===== config.mk =====
export PLATFORM = sky130hd
export DESIGN_NAME = int8_mac_seq
export DESIGN_NICKNAME = d
export VERILOG_FILES = /design/src/rtl/vecmac_pkg.sv /design/src/rtl/int8_mac_seq.sv
export SDC_FILE = /design/constraint.sdc
export NUM_CORES = 1
export LEC_CHECK = 0
export BUFFER_PORTS_ARGS = -buffer_cell sky130_fd_sc_hd__buf_4
export CORE_MARGIN = 5
export CORE_UTILIZATION = 50
export CTS_CLUSTER_SIZE = 25
export DETAILED_ROUTE_END_ITERATION = 10
export PLACE_DENSITY = 0.85
export SYNTH_ARGS = -nofsm -noshare
export SYNTH_HDL_FRONTEND = slang
export SYNTH_SLANG_ARGS = --single-unit
export TNS_END_PERCENT = 20

===== constraint.sdc =====
create_clock -name clk -period 3.5 [get_ports clk]
set_clock_uncertainty 0.1 [all_clocks]
set_input_delay 0.875 -clock clk [delete_from_list [all_inputs] [get_ports clk]]
set_output_delay 0.875 -clock clk [all_outputs]
set_load 0.005 [all_outputs]

===== src/rtl/vecmac_pkg.sv =====
// Shared definitions for the int8 dot-product sequencer: FSM states,
// partial-product shift table and nibble width.
package vecmac_pkg;

    typedef enum logic [1:0] {
        IDLE  = 2'd0,
        ISSUE = 2'd1,
        WAIT  = 2'd2,
        DONE  = 2'd3
    } mac_state_t;

    localparam int unsigned NIB_W = 4;

    localparam int unsigned PP_SHIFT [0:3] = '{0, 4, 4, 8};

endpackage


===== src/rtl/int8_mac_seq.sv =====
// Sequencer/accumulator for unsigned int8 dot products built from four 4x4
// nibble products per element. Optional saturation: define ACC_SAT_EN.
module int8_mac_seq
    import vecmac_pkg::*;
#(
    parameter int ACC_W = 24,
    parameter int CNT_W = 8
) (
    input  logic                     clk,
    input  logic                     rst_n,
    input  logic                     in_valid,
    output logic                     in_ready,
    input  logic [7:0]               a_in,
    input  logic [7:0]               b_in,
    input  logic                     last,
    output logic                     mul_start,
    output logic [NIB_W-1:0]         mul_a,
    output logic [NIB_W-1:0]         mul_b,
    input  logic [7:0]               mul_out,
    input  logic                     mul_finish,
    output logic [ACC_W-1:0]         acc_out,
    output logic [CNT_W-1:0]         acc_count,
    output logic                     acc_valid,
    input  logic                     acc_ready
`ifdef ACC_SAT_EN
    ,
    output logic                     acc_ovf
`endif
);

    mac_state_t state, state_next;

    logic [7:0]       a_q, b_q;
    logic             last_q;
    logic [1:0]       pp;
    logic [ACC_W-1:0] acc;
    logic [CNT_W-1:0] cnt;
    logic [NIB_W-1:0] nib_a, nib_b;
    logic [ACC_W-1:0] addend;
    logic [ACC_W-1:0] acc_next;

    always_ff @(posedge clk or negedge rst_n) begin
        if (!rst_n) state <= IDLE;
        else        state <= state_next;
    end

    always_comb begin
        state_next = state;
        case (state)
            IDLE:    if (in_valid) state_next = ISSUE;
            ISSUE:   state_next = WAIT;
            WAIT:    if (mul_finish) begin
                         if (pp != 2'd3)  state_next = ISSUE;
                         else if (last_q) state_next = DONE;
                         else             state_next = IDLE;
                     end
            DONE:    if (acc_ready) state_next = IDLE;
            default: state_next = IDLE;
        endcase
    end

    always_comb begin
        nib_a = '0;
        nib_b = '0;
        case (pp)
            2'd0: begin nib_a = a_q[3:0]; nib_b = b_q[3:0]; end
            2'd1: begin nib_a = a_q[3:0]; nib_b = b_q[7:4]; end
            2'd2: begin nib_a = a_q[7:4]; nib_b = b_q[3:0]; end
            default: begin nib_a = a_q[7:4]; nib_b = b_q[7:4]; end
        endcase
    end

    always_comb begin
        in_ready  = (state == IDLE);
        mul_start = (state == ISSUE);
        acc_valid = (state == DONE);
        mul_a     = '0;
        mul_b     = '0;
        if (state == ISSUE || state == WAIT) begin
            mul_a = nib_a;
            mul_b = nib_b;
        end
    end

    assign addend = ACC_W'(mul_out) << PP_SHIFT[pp];

`ifdef ACC_SAT_EN
    logic [ACC_W:0] sum_ext;
    logic           ovf;

    // Addends are non-negative, so clamping each step equals clamping the total.
    always_comb begin
        sum_ext  = {1'b0, acc} + {1'b0, addend};
        acc_next = sum_ext[ACC_W] ? '1 : sum_ext[ACC_W-1:0];
    end

    always_ff @(posedge clk or negedge rst_n) begin
        if (!rst_n) begin
            ovf <= 1'b0;
        end else if (state == WAIT && mul_finish && sum_ext[ACC_W]) begin
            ovf <= 1'b1;
        end else if (state == DONE && acc_ready) begin
            ovf <= 1'b0;
        end
    end

    assign acc_ovf = ovf;
`else
    assign acc_next = acc + addend;
`endif

    always_ff @(posedge clk or negedge rst_n) begin
        if (!rst_n) begin
            a_q    <= '0;
            b_q    <= '0;
            last_q <= 1'b0;
            pp     <= '0;
            acc    <= '0;
            cnt    <= '0;
        end else begin
            case (state)
                IDLE: if (in_valid) begin
                    a_q    <= a_in;
                    b_q    <= b_in;
                    last_q <= last;
                    pp     <= '0;
                end
                WAIT: if (mul_finish) begin
                    acc <= acc_next;
                    if (pp == 2'd3) cnt <= cnt + CNT_W'(1);
                    else            pp  <= pp + 2'd1;
                end
                DONE: if (acc_ready) begin
                    acc <= '0;
                    cnt <= '0;
                end
                default: ;
            endcase
        end
    end

    assign acc_out   = acc;
    assign acc_count = cnt;

endmodule


==> results.py <==
metrics = {
    "layout": {
        "nets": 515,
        "final_cells": 555,
        "final_layout_size_suffix_gt1_frac": 0.287,
        "stdcell_area_um2": 4500,
        "final_core_util": 0.627,
        "antennaDiodeCount": 0,
        "area_growth_pct": 22.9,
    },
    "power": {
        "irDropWorstVdd_mv": 0.364,
        "powerDensity_nw_per_um2": 742,
        "p_leak_uw": 0.00217,
    },
    "synth": {
        "synth_edf_count": 0,
        "synth_fa_ha_area_frac": 0.105,
        "synth_compound_gate_area_share": 0.262,
        "synth_top_family_by_area": "compound AO/OA/AOI/OAI gates",
        "post-synth-top-area-cell": "dfrtp_1",
        "ys_warn_count": 0,
        "synthTopCellsByCount": "dfrtp_1 (53), nand2_1 (34), ha_1 (29), nor2_1 (24), a22o_1 (23)",
        "synthFlopType": "dfrtp_1",
        "ys_seq_area_frac": 0.362,
        "synth_xor_area_frac": 0.0407,
        "syn_area_um2": 3660,
        "synth_area_per_cell_um2": 9.59,
        "synth_most_common_cell": "dfrtp_1",
        "synth_top_area_share": 0.362,
        "synthMuxAreaShare": 0.0717,
        "synth.area.top_cells": "dfrtp_1 (36%), ha_1 (9.9%), mux2_2 (5.5%), a22o_1 (5.5%), nand2_1 (3.5%)",
        "synthSimpleGateAreaFrac": 0.125,
        "synth_nets": 442,
        "synthArstFlopShare": 1.00,
        "synthDistinctLibCells": 53,
        "synth-seq-cells": 53,
        "netlist_instances": 382,
    },
    "worst_setup_path": {
        "critPathMaxFanout": 9,
        "end_kind": "flop",
        "cp-start-kind": "flop",
        "max_stage_delay_ns": 0.43,
        "critPathSlowestCell": "fa_1",
        "critPathKind": "reg -> reg",
        "startpoint": "pp[0]$_DFFE_PN0P_",
        "cp_data_required_time_ns": 3.62,
        "crit_chain": "inv_1 -> ha_4 -> nor2_1 -> and2_1 -> ha_1 -> fa_1 -> a21oi_2 -> o21ai_2 -> a221oi_4 -> o21bai_2 -> a311oi_2 -> xnor2_1 -> a22o_1",
        "r2r_start": "pp[0]$_DFFE_PN0P_",
        "cp.arrival_ns": 3.41,
    },
    "routing": {
        "wire_per_inst_um": 16.5,
        "dr.pass1.iters": 5,
        "wirelength_um": 9150,
        "ant_nets": 0,
        "post-route-drc-count": 0,
        "routed-via-count": 3206,
        "viasPerCell": 5.78,
        "first_iter_violations": 138,
    },
    "cts": {
        "cts_tree": "built",
        "cts_buffer_depth": 2,
        "ctsHoldBuffers": 0,
        "clockRootBuffer": "clkbuf_8",
        "clkLatencyLatePin_ns": 0.32,
        "clk_pin_slew_ns": 0.10,
        "numCtsBuffers": 5,
        "clkSinkCount": 53,
        "h-tree-depth": 2,
    },
    "die": {
        "rows": 31,
        "core_um2": 7180,
        "die_y_um": 95.6,
        "io_pins": 73,
        "die_x_um": 95.6,
        "die_area_um2": 9140,
        "start_util": 0.510,
    },
    "run": {
        "cap_viol_max_count": 0,
    },
    "grt": {
        "globalRouteOverflowTotal": 0,
        "use_met2": 0.356,
        "grtUsageMet1": 0.267,
        "use_met3": 0.0308,
        "grt_max_degree": 54,
        "grt-busiest-layer": "met2",
        "grt_util_all_layers": 0.207,
        "grt_pass1_vias": 3178,
        "antenna_found_initial": 0,
        "grt_pass1_wl_um": 15000,
    },
    "sta": {
        "timing.hold.ws_ns": 0.416,
        "final.period_utilization": 0.940,
        "fin_setup_tns_ns": 0,
        "relSlewSlack": 0.544,
        "fin_crit_ns": 3.29,
        "hold_viol": 0,
        "max_freq_mhz": 304,
        "tightestPinTransition_ns": 0.684,
        "maxSlewViolCount": 0,
        "setup_viol": 0,
    },
    "placed_design": {
        "port_buffers": 72,
        "gp_congestion": 0.932,
        "dp_hpwl_um": 6800,
        "postPlaceCellArea_um2": 4340,
        "place_inst": 546,
    },
    "run_status": {
        "status": "completed",
    },
    "worst_hold_path": {
        "worstHoldStart": "a_q[3]$_DFFE_PN0P_",
        "hold_class": "reg -> reg",
    },
}
## layer usage
layer,vias up,part of all wire
li1,1541,-
met1,1546,0.43
met2,105,0.48
met3,14,0.067
met4,0,0.015
met5,-,0
## cells by family (layout without fill, tap and decap cells)
logic type / Yosys count / in the layout
AO/OA/AOI/OAI: 128 / 128
XOR/XNOR: 17 / 17
adder cells (fa/ha/maj): 30 / 30
buffers and inverters: 33 / 107
flip-flops: 53 / 53
multiplexers: 24 / 24
AND/OR/NAND/NOR: 97 / 97
## report_power, final
group          leakage, uW  switching, uW  internal (uW)
clock            0.0000554            214            215
combinational      0.00144           1020            909
sequential        0.000673            161            819
total              0.00217           1390           1940
## worst max-delay path, delay by kind of cell (launching register included)
family          cells  cell delay (ns)
flops               1             0.37
fa+ha+maj           3             0.98
buf+inv             1             0.09
xor+xnor            1             0.09
compound gates      6             1.31
simple gates        2             0.25
## layout by cell type, fill, tap and decap left out, types with 2 or more instances in the layout
cell type,netlist,final
a221o_1,4,4
nand4_1,2,2
nand2_1,34,34
ha_4,0,2
nor2b_1,8,7
xnor2_1,12,12
o21ai_2,2,3
o21ai_1,3,3
nor4_1,4,4
ha_1,29,27
a22o_1,23,23
a21o_1,8,8
a31oi_1,5,5
a211oi_1,2,2
a21oi_2,4,4
o21a_1,3,3
mux2i_1,6,6
nor2_1,24,23
o21ai_0,20,19
buf_4,0,82
inv_1,17,17
xor2_1,5,5
nand3_1,4,4
a22oi_1,2,2
a21oi_1,22,22
and3_1,7,7
mux2_2,18,18
a21boi_0,8,8
o211ai_1,3,3
o21bai_1,4,4
and2_1,4,4
nor3_1,5,5
clkbuf_8,0,5
dfrtp_1,53,53
## per-stage QoR
stage / setup WS (ns) / power [uW]
6_report: 0.210 / 3340
3_5_place_dp: 0.0639 / 2880
3_3_place_gp: 0.192 / 2820
2_1_floorplan: 0.0483 / 2230
4_1_cts: 0.0570 / 3320
5_1_grt: -0.000129 / 3610
## final timing paths
| kind | slack (ns) | depth (start not counted) | endpoint |
|---|---|---|---|
| max | 0.21 | 13 | acc_out[16]$_DFFE_PN0P_ |
| min | 0.42 | 1 | a_q[3]$_DFFE_PN0P_ |
| max reg2reg | 0.21 | 13 | acc_out[16]$_DFFE_PN0P_ |
| min reg2reg | 0.42 | 1 | a_q[3]$_DFFE_PN0P_ |
| max in group asynchronous | 2.35 | 1 | acc_out[10]$_DFFE_PN0P_ |
| min in group asynchronous | 0.49 | 1 | a_q[4]$_DFFE_PN0P_ |
## layout make-up
class | count | area [um2]
Fill cell | 594 | 2680
Timing Repair Buffer | 82 | 616
Sequential cell | 53 | 1330
Clock inverter | 2 | 38.8
Clock buffer | 6 | 72.6
Inverter | 17 | 63.8
Tap cell | 99 | 124
Multi-Input combinational cell | 296 | 2260
## sequential cells by signal (all words and copies together) (netlist names)
name / count
acc_count: 8
pp: 2
a_q: 8
b_q: 8
last_q: 1
state: 2
acc_out: 24
## timing repair
| item | in CTS | in global routing |
|---|---|---|
| setup buffers | 0 | 1 |
| endpoints found under the setup margin | 0 | 9 |
| gates resized for setup | 0 | 7 |
Power figures use the tool's default switching activity.
